==> src/rtl/lsu_pkg.sv <==
// Shared types for the load/store unit: FSM states, access sizes,
// the captured request bundle and the byte-enable lookup.
package lsu_pkg;

  typedef enum logic [1:0] {
    IDLE,
    ACC0,
    ACC1,
    RESP
  } state_t;

  localparam logic [1:0] SZ_BYTE = 2'd0;
  localparam logic [1:0] SZ_HALF = 2'd1;
  localparam logic [1:0] SZ_WORD = 2'd2;
  localparam logic [1:0] SZ_RSVD = 2'd3;

  typedef struct packed {
    logic        we;
    logic [1:0]  size;
    logic        uns;
    logic        err;
    logic        split;
    logic [15:0] off;
    logic [31:0] wdata;
  } req_t;

  function automatic logic [3:0] size_be(input logic [1:0] size);
    logic [3:0] be;
    be = 4'b0000;
    case (size)
      SZ_BYTE: be = 4'b0001;
      SZ_HALF: be = 4'b0011;
      SZ_WORD: be = 4'b1111;
      default: be = 4'b0000;
    endcase
    return be;
  endfunction

endpackage

==> src/rtl/lsu_load_align.sv <==
// Load data extraction: shifts the two captured words down to the
// addressed byte, truncates to the access size and extends.
module lsu_load_align
  import lsu_pkg::*;
(
  input  logic [31:0] lo,
  input  logic [31:0] hi,
  input  logic [1:0]  shift,
  input  logic [1:0]  size,
  input  logic        uns,
  output logic [31:0] data
);

  logic [31:0] win;

  assign win = 32'({hi, lo} >> {shift, 3'b000});

  always_comb begin
    data = win;
    unique case (1'b1)
      size == SZ_BYTE: data = {{24{~uns & win[7]}}, win[7:0]};
      size == SZ_HALF: data = {{16{~uns & win[15]}}, win[15:0]};
      default:         data = win;
    endcase
  end

endmodule

==> src/rtl/load_store_unit.sv <==
// Byte/half/word load-store unit with misaligned accesses split
// across two memory words and bounds checking on the data window.
module load_store_unit
  import lsu_pkg::*;
#(
  parameter logic [31:0] DATA_START_ADDRESS = 32'h00000000,
  parameter int          MEM_BYTES          = 65536
) (
  input  logic        clk_i,
  input  logic        rst_i,
  input  logic        req_valid_i,
  output logic        req_ready_o,
  input  logic        req_we_i,
  input  logic [1:0]  req_size_i,
  input  logic        req_unsigned_i,
  input  logic [31:0] req_addr_i,
  input  logic [31:0] req_wdata_i,
  output logic        rsp_valid_o,
  input  logic        rsp_ready_i,
  output logic [31:0] rsp_rdata_o,
  output logic        rsp_err_o,
  output logic [13:0] mem_addr_o,
  output logic [31:0] mem_data_o,
  output logic [3:0]  mem_wr_o,
  input  logic [31:0] mem_data_i
);

  state_t      state;
  state_t      state_n;
  req_t        req_q;
  logic [31:0] lo_q;
  logic [31:0] hi_q;
  logic [13:0] addr_q;
  logic [31:0] data_q;

  logic [31:0] off;
  logic [3:0]  nbytes;
  logic [32:0] last;
  logic        err;
  logic        split;
  logic [7:0]  be;
  logic [63:0] wd;
  logic [31:0] ld;

  assign off    = req_addr_i - DATA_START_ADDRESS;
  assign nbytes = 4'd1 << req_size_i;
  assign last   = {1'b0, off} + {29'b0, nbytes} - 33'd1;
  assign err    = (req_size_i == SZ_RSVD)
               || (last >= 33'(MEM_BYTES));
  assign split  = ({2'b00, off[1:0]} + nbytes) > 4'd4;

  // Lanes [3:0] go to the first word, [7:4] spill into the next one
  assign be = {4'b0000, size_be(req_q.size)} << req_q.off[1:0];
  assign wd = {32'b0, req_q.wdata} << {req_q.off[1:0], 3'b000};

  lsu_load_align u_align (
    .lo    (lo_q),
    .hi    (hi_q),
    .shift (req_q.off[1:0]),
    .size  (req_q.size),
    .uns   (req_q.uns),
    .data  (ld)
  );

  always_comb begin
    state_n     = state;
    req_ready_o = 1'b0;
    rsp_valid_o = 1'b0;
    mem_wr_o    = 4'b0000;
    mem_addr_o  = addr_q;
    mem_data_o  = data_q;
    unique case (state)
      IDLE: begin
        req_ready_o = 1'b1;
        if (req_valid_i) begin
          state_n = err ? RESP : ACC0;
        end
      end
      ACC0: begin
        mem_addr_o = req_q.off[15:2];
        mem_data_o = wd[31:0];
        if (req_q.we) begin
          mem_wr_o = be[3:0];
        end
        state_n = req_q.split ? ACC1 : RESP;
      end
      ACC1: begin
        mem_addr_o = req_q.off[15:2] + 14'd1;
        mem_data_o = wd[63:32];
        if (req_q.we) begin
          mem_wr_o = be[7:4];
        end
        state_n = RESP;
      end
      RESP: begin
        rsp_valid_o = 1'b1;
        if (rsp_ready_i) begin
          state_n = IDLE;
        end
      end
      default: state_n = IDLE;
    endcase
  end

  assign rsp_err_o   = (state == RESP) && req_q.err;
  assign rsp_rdata_o = ((state == RESP) && !req_q.err && !req_q.we)
                     ? ld : 32'h0;

  always_ff @(posedge clk_i or negedge rst_i) begin
    if (!rst_i) begin
      state  <= IDLE;
      req_q  <= '0;
      lo_q   <= '0;
      hi_q   <= '0;
      addr_q <= '0;
      data_q <= '0;
    end else begin
      state <= state_n;
      if (state == IDLE && req_valid_i) begin
        req_q <= '{
          we:    req_we_i,
          size:  req_size_i,
          uns:   req_unsigned_i,
          err:   err,
          split: split,
          off:   off[15:0],
          wdata: req_wdata_i
        };
      end
      if (state == ACC0) begin
        lo_q <= mem_data_i;
      end
      if (state == ACC1) begin
        hi_q <= mem_data_i;
      end
      if (state == ACC0 || state == ACC1) begin
        addr_q <= mem_addr_o;
        data_q <= mem_data_o;
      end
    end
  end

endmodule

==> config.mk <==
export PLATFORM = sky130hd
export DESIGN_NAME = load_store_unit
export DESIGN_NICKNAME = d
export VERILOG_FILES = /design/src/rtl/lsu_pkg.sv /design/src/rtl/lsu_load_align.sv /design/src/rtl/load_store_unit.sv
export SDC_FILE = /design/constraint.sdc
export NUM_CORES = 1
export LEC_CHECK = 0
export ABC_AREA = 1
export BUFFER_PORTS_ARGS = -buffer_cell sky130_fd_sc_hd__buf_4
export CORE_AREA = 2 2 197 199
export CTS_CLUSTER_SIZE = 40
export DETAILED_ROUTE_END_ITERATION = 8
export DIE_AREA = 0 0 199 201
export GPL_TIMING_DRIVEN = 0
export RECOVER_POWER = 100
export SETUP_SLACK_MARGIN = 0.1
export SLEW_MARGIN = 5
export SYNTH_ARGS = -nofsm -noshare
export SYNTH_HDL_FRONTEND = slang
export SYNTH_SLANG_ARGS = --single-unit
==> constraint.sdc <==
create_clock -name clk_i -period 2 [get_ports clk_i]
set_input_delay 0.4 -clock clk_i [delete_from_list [all_inputs] [get_ports clk_i]]
set_output_delay 0.4 -clock clk_i [all_outputs]
set_load 0.01 [all_outputs]
; ---- After elaboration in Yosys (flattened, before gate mapping)
; Cells that the tools add are included.
[totals]
elab_cells = 59
register_bits = 166
in_bits = 104
[op_classes]
bitwise_logic = 3
muxes = 15
order_cmp = 2
n_reduce_logical = 11
eq_ne = 8
n_addsub = 4
n_shift = 4
[ops]
columns = op, n
row1 = 32-bit one-hot mux with 2 select lines, 2
row2 = 32-bit by 5-bit left shift with 64-bit output, 1
row3 = 64-bit by 5-bit right shift with 32-bit output, 1
row4 = 32-bit by 4-bit adder with 33-bit output, 1
row5 = 33-bit by 17-bit >= comparator with 1-bit output (second input constant), 1
row6 = 33-bit by 1-bit subtractor with 33-bit output (second input constant), 1
row7 = 32-bit two-way mux, 1
row8 = 14-bit one-hot mux with 2 select lines, 1
row9 = 14-bit by 1-bit adder with 14-bit output (second input constant), 1
row10 = 4-bit one-hot mux with 3 select lines, 1
row11 = 2-bit equality test (second input constant), 4
row12 = 4-bit two-way mux, 2
row13 = 2-bit one-hot mux with 4 select lines, 1
row14 = 4-bit one-hot mux with 2 select lines, 1
row15 = 4-bit by 2-bit left shift with 8-bit output, 1
row16 = 2-bit two-way mux, 3
row17 = 2-bit by 4-bit adder with 4-bit output, 1
row18 = 2-bit by 1-bit equality test with 1-bit output (second input constant), 2
row19 = 4-bit by 3-bit greater-than comparator with 1-bit output (second input constant), 1
row20 = 1-bit logical AND, 4
row21 = 2-bit zero test, 2
row22 = 2-bit inequality test (second input constant), 2
row23 = 1-bit by 2-bit left shift with 4-bit output (first input constant), 1
row24 = 1-bit two-way mux, 3
row25 = 5 further kinds, 8

; ---- Logic depth before layout (Yosys ltp)
; Gate-level depths: netlist of the first run.
[logic_depth]
word_depth = 8
ltp_mapped = 24
ltp_nobuf = 24

; ---- Cells and area by module
; From an unflattened synthesis of the first run, not the netlist that was laid out.
[unflattened]
hier_cells = 1803
hier_area_um2 = 11731.3
[by_module_without_submodules]
columns = mod, cells_each, seq_area_each_um2, area_per_inst_um2, n_inst
row1 = load_store_unit, 1563, 4154.0, 10593.9, 1
row2 = lsu_load_align, 240, 0.0, 1137.3, 1

; ---- Least setup slack after synthesis of the first run
; OpenSTA, ideal clock, no wires.
[synth_path]
path_kind = input to register
startpoint = in req_size_i[0]
endpoint = reg state[1]
required_time_ns = 1.883
stages = 24
t_arrival_ns = 2.566
slack_ns = -0.683
cell_sequence = inv_1 -> nor2_1 -> inv_1 -> ha_1 -> inv_1 -> ha_1 -> inv_1 -> fa_1 -> inv_1 -> nand3_1 -> nand3_1 -> nand3_1 -> nand2_1 -> nand2_1 -> nand2_1 -> nand2_1 -> nand2_1 -> nand3_1 -> nor2_2 -> nand2_1 -> nor2_1 -> nand3_1 -> nand2_1 -> nand2_1
[synth_via]
elab_chain_cells = 8
[synth_lines]
columns = element, line
row1 = "start, declared", load_store_unit.sv:14  ; input logic [1:0] req_size_i,
row2 = 1-bit by 2-bit left shift with 4-bit output, load_store_unit.sv:46  ; assign nbytes = 4'd1 << req_size_i;
row3 = 32-bit by 4-bit adder with 33-bit output, load_store_unit.sv:47  ; assign last = {1'b0, off} + {29'b0, nbytes} - 33'd1;
row4 = 33-bit by 1-bit subtractor with 33-bit output, load_store_unit.sv:47
row5 = 33-bit by 17-bit >= comparator with 1-bit output, load_store_unit.sv:49  ; || (last >= 33'(MEM_BYTES));
row6 = 1-bit logical OR *, load_store_unit.sv:49
row7 = 2-bit two-way mux *, load_store_unit.sv:76  ; state_n = err ? RESP : ACC0;
row8 = 2-bit two-way mux *, load_store_unit.sv:75  ; if (req_valid_i) begin
row9 = 2-bit one-hot mux with 4 select lines *, load_store_unit.sv:72  ; unique case (state)
row10 = "end signal, assigned", load_store_unit.sv:118  ; state <= state_n;
row11 = "end, declared", load_store_unit.sv:28  ; state_t state;
; Mark *: on every way between the ends. The rest lies on a longest branch, timed or not. The select of a mux whose other input is x is not followed.
; A chain may end at the register's enable or synchronous reset.

; ---- Worst setup path in the final report of the first run
[layout_path]
startpoint = reg req_q[35] (netlist name)
endpoint = out mem_addr_o[10]
[layout_via]
elab_chain_cells = 2
[layout_lines]
columns = element, line
row1 = "start, declared", load_store_unit.sv:30  ; req_t req_q;
row2 = "start signal, assigned", load_store_unit.sv:120  ; req_q <= '{
row3 = 14-bit by 1-bit adder with 14-bit output, load_store_unit.sv:88  ; mem_addr_o = req_q.off[15:2] + 14'd1;
row4 = 14-bit one-hot mux with 2 select lines, load_store_unit.sv:72
row5 = "end, declared", load_store_unit.sv:22  ; output logic [13:0] mem_addr_o,
; Every way passes these cells.

==> results of run 1 <==
-- worst min-delay path, cell delays in order --
cell     delay (ns)
buf_4          0.08
nand2_1        0.04
nand2_1        0.05
-- layout make-up --
type	instances	area, um^2	share of cell area
buffer	66	684	0.0387
sequential	158	3960	0.224
timing repair buffer	328	3090	0.175
multi-input combinational	1218	7690	0.435
clock buffer	17	425	0.0241
clock inverter	15	176	0.00998
tap	518	648	0.0367
inverter	241	1010	0.0571
-- repair_timing --
| item | in CTS | in global routing |
|---|---|---|
| pin swaps | 88 | 63 |
| setup buffers | 113 | 30 |
| resized for setup | 510 | 201 |
| setup endpoints to repair | 193 | 131 |
| gates cloned | 9 | 0 |
| hold buffers | 1 | 0 |
| hold endpoints to repair | 58 | 0 |
-- cell usage after synthesis --
cell type and instances:
a211oi_1 1, a21oi_1 114, a21oi_2 3, a221oi_1 8, a22oi_1 2, a311oi_1 1, a31oi_1 16, and2_1 1
and3_2 1, buf_1 9, buf_2 7, buf_4 2, clkbuf_1 50, clkinv_1 4, dfrtp_1 158, fa_1 2
ha_1 47, inv_1 229, inv_2 8, mux2i_1 2, nand2_1 531, nand2_2 16, nand3_1 56, nand3_2 2
nand3b_1 6, nand4_1 9, nor2_1 115, nor2_2 15, nor2_4 7, nor3_1 5, nor3_2 6, nor4_1 1
nor4_2 1, nor4_4 1, o2111ai_1 1, o211ai_1 29, o21ai_0 199, o21ai_1 3, o21bai_1 2, o221ai_1 3
o22ai_1 2, o311ai_0 8, or2_0 1, xor2_1 1
-- state kept, by name, summed over array words and instances (netlist names) --
register and cells:
req_q 54, hi_q 24, lo_q 32, state 2
data_q 32, addr_q 14
-- per-layer routing --
metal  GRT usage  wire length, um  up-vias
met3      0.0413             3690      147
li1            -                -     6150
met5           0               12        -
met4       0.117             2550        2
met2       0.384            22300      625
met1       0.299            19800     6250
-- power by group --
part	internal, W	switching, W	total [W]
Combinational	0.00895	0.0123	0.0213
Clock	0.00189	0.00153	0.00342
Sequential	0.00470	0.00114	0.00585
-- how the worst max path moves through the flow --
stage / endpoint / from / slack (ns) / cells past startpoint
6_report: mem_addr_o[10] / req_q[35]$_DFFE_PN0P_ / -0.85 / 15
5_1_grt: mem_addr_o[10] / req_q[35]$_DFFE_PN0P_ / -0.93 / 15
3_5_place_dp: state[1]$_DFFE_PN0P_ / req_size_i[1] / -1.01 / 24
3_3_place_gp: state[1]$_DFFE_PN0P_ / req_size_i[0] / -1.0 / 25
2_1_floorplan: state[1]$_DFFE_PN0P_ / req_size_i[0] / -0.50 / 24
4_1_cts: mem_addr_o[12] / req_q[35]$_DFFE_PN0P_ / -0.84 / 14
-- cell families (layout without fill, tap and decap cells) --
group,count (synthesis),count (layout),share of synthesized area
flops,158,158,0.353
compound gates,392,392,0.193
buf+inv,309,667,0.105
fa+ha+maj,49,49,0.0561
xor+xnor,1,1,0.000783
simple gates,774,774,0.290
mux,2,2,0.00179
-- cell usage in the layout (no fill, tap or decap), drive strengths merged --
cell,synthesis,final
nand2,547,547
buf,18,342
inv,237,244
o21ai,202,202
dfrtp,158,158
nor2,137,137
a21oi,117,117
clkbuf,50,68
nand3,58,58
ha,47,47
o211ai,29,29
a31oi,16,16
nor3,11,11
nand4,9,9
a221oi,8,8
clkinv,4,8
o311ai,8,8
nand3b,6,6
o221ai,3,3
nor4,3,3
o22ai,2,2
mux2i,2,2
a22oi,2,2
o21bai,2,2
clkinvlp,0,2
bufinv,0,2
fa,2,2
and3,1,1
a311oi,1,1
o2111ai,1,1
a211oi,1,1
or2,1,1
and2,1,1
xor2,1,1
dlygate4sd3,0,1
-- metrics by stage --
| step | hold slack [ns] | cells |
|---|---|---|
| 6_report | 0.149 | 2561 |
| 5_1_grt | 0.139 | 2561 |
| 4_1_cts | 0.144 | 2545 |
| 3_5_place_dp | 0.366 | 2392 |
| 3_3_place_gp | 0.456 | 2391 |
| 2_1_floorplan | 0.104 | 1685 |
==> results.cfg, run 1 <==
[worst_hold_path]
min_to = req_q[25]$_DFFE_PN0P_
holdPathStages = 3
hp-class = in2reg
hp-start = req_wdata_i[25]

[clock_network]
cts.sinks = 158
clockBufferDepth = 2
clk_pin_slew_worst_paths_ns = 0.07
cts_htree_levels = 4
cts_tree = yes
numCtsBuffers = 17
root_buffer = clkbuf_16
clk_latency_ns = 0.44

[worst_setup_path]
path_delay_family = simple AND/OR/NAND/NOR gates
critical_path_arrival_ns = 2.45
critPathMaxFanout = 2
reg2reg_depth = 7
crit_path_start_kind = register
slowest_stage = dfrtp_1
crit_buf_inv = 4
worstReg2RegStart = state[0]$_DFFE_PN0P_
cpPeakStageDelay_ns = 0.36
critPathKind = reg2out
worstPathCellList = buf_6 -> ha_4 -> nand2_4 -> nor2_4 -> inv_2 -> nor2_2 -> and3_4 -> nand2_4 -> nor2_4 -> buf_6 -> nand2_1 -> nand2_1 -> nand3_1 -> o211ai_1 -> buf_4
crit_required_ns = 1.60
endpoint_kind = primary output
rrSetupSlack_ns = -0.08
r2r-end = req_q[30]$_DFFE_PN0P_

[grt]
grt_pass1_vias = 13100
overflow = 0
grt_max_degree = 101
antenna_found_initial = 3
grt_pass1_wl_um = 72200
grtUsageTotal = 0.236

[synthesis]
syn_inst = 1685
synth-seq-cells = 158
synth_top_cells_by_area = dfrtp_1 (35%), nand2_1 (18%), o21ai_0 (8.9%)
yosysSeqAreaShare = 0.353
netlist.area_leader.share = 0.353
netlist_area_mm2 = 0.0112
syn-num-nets = 1838
yosys_warnings = 0
yosysUniqueCellTypes = 44
avgSynthCellArea_um2 = 6.64
synth_top_area_cell = dfrtp_1

[cells_and_area]
fin_util = 0.464
finish.net_count = 2183
area_growth_pct = 57.9
diodes = 0
fillers = 3712
drive_above_1_share = 0.356
fin_area_mm2 = 0.0177

[floorplan]
die_area_mm2 = 0.0400
io_pins = 189
die_x_um = 199
die_h_um = 201
start_util = 0.294
fp.coreArea_mm2 = 0.0381
rows = 72

[place]
io_buffer_count = 188
gp_congestion = 0.956
postPlaceCellArea_mm2 = 0.0135
post-dp-hpwl_um = 33800
dp_slack_ns = -1.01

[route]
drt-pass1-iter-count = 6
vias_per_cell = 5.14
antenna_left = 0
drcViolationCount = 0
wl_um = 48400
avgRoutedWirePerCell_um = 18.9
drtIter0Drc = 1142
vias = 13200

[timing]
layout_setup_ws_ns = -0.848
fin_tns_setup_ns = -59.34
finalMaxSlewViolations = 0
tightest_slew_ns = 0.911
hold_viol = 0
final.period_utilization = 1.42
rsz0062_at_grt = true
slew_headroom = 0.393
skew_ns = 0.0127
fmax_mhz = 351
finalCriticalPeriod_ns = 2.85
setup_viol = 101

[power_and_ir_drop]
total_power_w = 0.0305
p_leak_nw = 8.49
ir_worst_vdd_mv = 0.840
p_per_area_mw_per_mm2 = 1730

[run_status]
violations = negative setup slack
status = complete, but fails checks

[job]
cap_violations = 0
(Power assumes the default switching activity.)
==> inputs of run 2 (changes only) <==
==> constraint.sdc (replaced) <==
create_clock -name clk_i -period 2 [get_ports clk_i]
set_input_delay 0.4 -clock clk_i [delete_from_list [all_inputs] [get_ports clk_i]]
set_output_delay 0.4 -clock clk_i [all_outputs]
set_load 0.005 [all_outputs]
==> run 2 against run 1 <==
Register-to-register slack worse by 0.54 ns. Sequential power is essentially flat. Critical path type unchanged. Largest cell class unchanged. Clock power increased by 5%. Fmax shrank 1.2%. Total power rose by 0.14%. Final cell count up 0.39%. Wire length grew 2.6%. Critical path depth down 4. The run still ends with negative setup slack left. Clock skew is 0.0046 ns higher. Sequential share of layout area down 0.086 points. Global-route usage fell by 0.38 points. Largest power group unchanged. Via count rose by 1.1%.
==> results.cfg, run 2 (synthesized netlist as in run 1, its figures left out) <==
[cells_and_area]
fin_util = 0.466
layout_common_cells = nand2_1 (488), buf_4 (232), inv_1 (207), dfrtp_1 (153), o21ai_0 (117)
fin_area_mm2 = 0.0178
area_growth_pct = 58.7
drive_above_1_share = 0.368
largest_reg_flops = 54
top_register = req_q
finish.net_count = 2192
top_regs = req_q: 54 flops, data_q: 32 flops, lo_q: 32 flops
layout_commonest_cell = nand2_1
stdcell_count = 2571

[timing]
finalCriticalPeriod_ns = 2.88
slew_headroom = 0.103
tightest_slew_ns = 1.34
skew_ns = 0.0173
layout_setup_ws_ns = -0.883
setup_viol = 152
finalMaxSlewViolations = 0
final.period_utilization = 1.44
rsz0062_at_grt = true
fmax_mhz = 347
hold_viol = 0

[worst_setup_path]
crit_required_ns = 1.60
cp_common_cell = buf_6
crit_path_start_kind = register
reg2reg_depth = 21
cpPeakStageDelay_ns = 0.39
endpoint_kind = primary output
crit_start = state[0]$_DFFE_PN0P_
critPathKind = reg2out
critPathMaxFanout = 7
critical_path_arrival_ns = 2.48
slowest_stage = dfrtp_2
worstReg2RegStart = req_q[35]$_DFFE_PN0P_
worstPathCellList = buf_6 -> buf_6 -> ha_1 -> clkbuf_1 -> nand2_8 -> inv_8 -> buf_12 -> buf_6 -> o2111ai_2 -> inv_2 -> buf_6

[worst_hold_path]
hp-class = in2reg
holdPathStages = 3
hp-start = req_wdata_i[9]

[place]
postPlaceCellArea_mm2 = 0.0134
io_buffer_count = 188
post-dp-hpwl_um = 33800
gp_congestion = 0.949
place_inst = 2392
dp_slack_ns = -1.09

[grt]
grtUsageTotal = 0.232
overflow = 0
antenna_found_initial = 2
grt_pass1_vias = 12800
grt_max_degree = 87
grt_pass1_wl_um = 71000

[clock_network]
numCtsBuffers = 17
clk_pin_slew_worst_paths_ns = 0.08
cts_htree_levels = 4
clk_latency_ns = 0.45
cts.sinks = 158
cts_tree = yes
root_buffer = clkbuf_16
clockBufferDepth = 2

[power_and_ir_drop]
total_power_w = 0.0306
p_per_area_mw_per_mm2 = 1720
ir_worst_vdd_mv = 1.08
p_leak_nw = 8.50

[floorplan]
start_util = 0.294
die_area_mm2 = 0.0400
die_h_um = 201
fp.coreArea_mm2 = 0.0381
die_x_um = 199
rows = 72
io_pins = 189

[route]
antenna_left = 0
drtIter0Drc = 1082
vias = 13300
wl_um = 49600
vias_per_cell = 5.18
drt-pass1-iter-count = 7
drcViolationCount = 0
avgRoutedWirePerCell_um = 19.3

[run_status]
violations = negative setup slack
status = complete, but fails checks

[job]
cap_violations = 0
## run 2: final timing paths
check | endpoint | slack, ns
max | mem_wr_o[3] | -0.88
min | req_q[9]$_DFFE_PN0P_ | 0.15
max reg2reg | addr_q[12]$_DFFE_PN0N_ | -0.62
min reg2reg | hi_q[20]$_DFFE_PN0P_ | 0.48
max in group asynchronous | req_q[32]$_DFFE_PN0P_ | 0.22
min in group asynchronous | lo_q[5]$_DFFE_PN0P_ | 0.79
## run 2: worst max-delay path: cells and delay by family (launching register included)
kind	cells	cell delay [ns]
buffers and inverters	8	1.18
adders and majority gates	1	0.22
AOI/OAI and AO/OA	1	0.12
DFF	1	0.39
and+or+nand+nor	1	0.12
## run 2: metal layers
| layer | wire, um | vias up | global-route usage |
|---|---|---|---|
| met5 | 12 | - | 0 |
| met4 | 2830 | 2 | 0.121 |
| met3 | 3990 | 202 | 0.0418 |
| met2 | 22700 | 662 | 0.378 |
| met1 | 20000 | 6295 | 0.291 |
| li1 | - | 6157 | - |
## run 2: area by class of cell
type	instances	area, um^2
clock inverters	12	173
flip-flops and latches	158	3960
fillers	3696	20300
diodes	1	2.50
repair buffers	340	3060
plain buffers	63	646
multi-input cells	1218	7820
well taps	518	648
clock buffers	20	467
inverters	241	983
## run 2: power breakdown
part	internal, W	total (W)	leakage [nW]	switching [W]
sequential	0.00471	0.00585	1.97	0.00114
combinational	0.00875	0.0211	6.23	0.0124
clock	0.00210	0.00358	0.312	0.00148
total	0.0156	0.0306	8.50	0.0150
## run 2: timing repair
item	CTS	global route
gates cloned	7	2
endpoints found under the setup margin	207	134
hold buffers	1	0
pin swaps	87	65
gates resized for setup	566	197
hold endpoints to repair	6	0
setup buffers	107	48
## run 2: per-stage QoR
step	setup TNS, ns	hold WS (ns)
floorplan	-0.980	0.104
global placement	-123.59	0.456
detailed placement	-58.36	0.454
CTS	-49.24	0.140
global route	-85.92	0.150
finish	-70.65	0.148
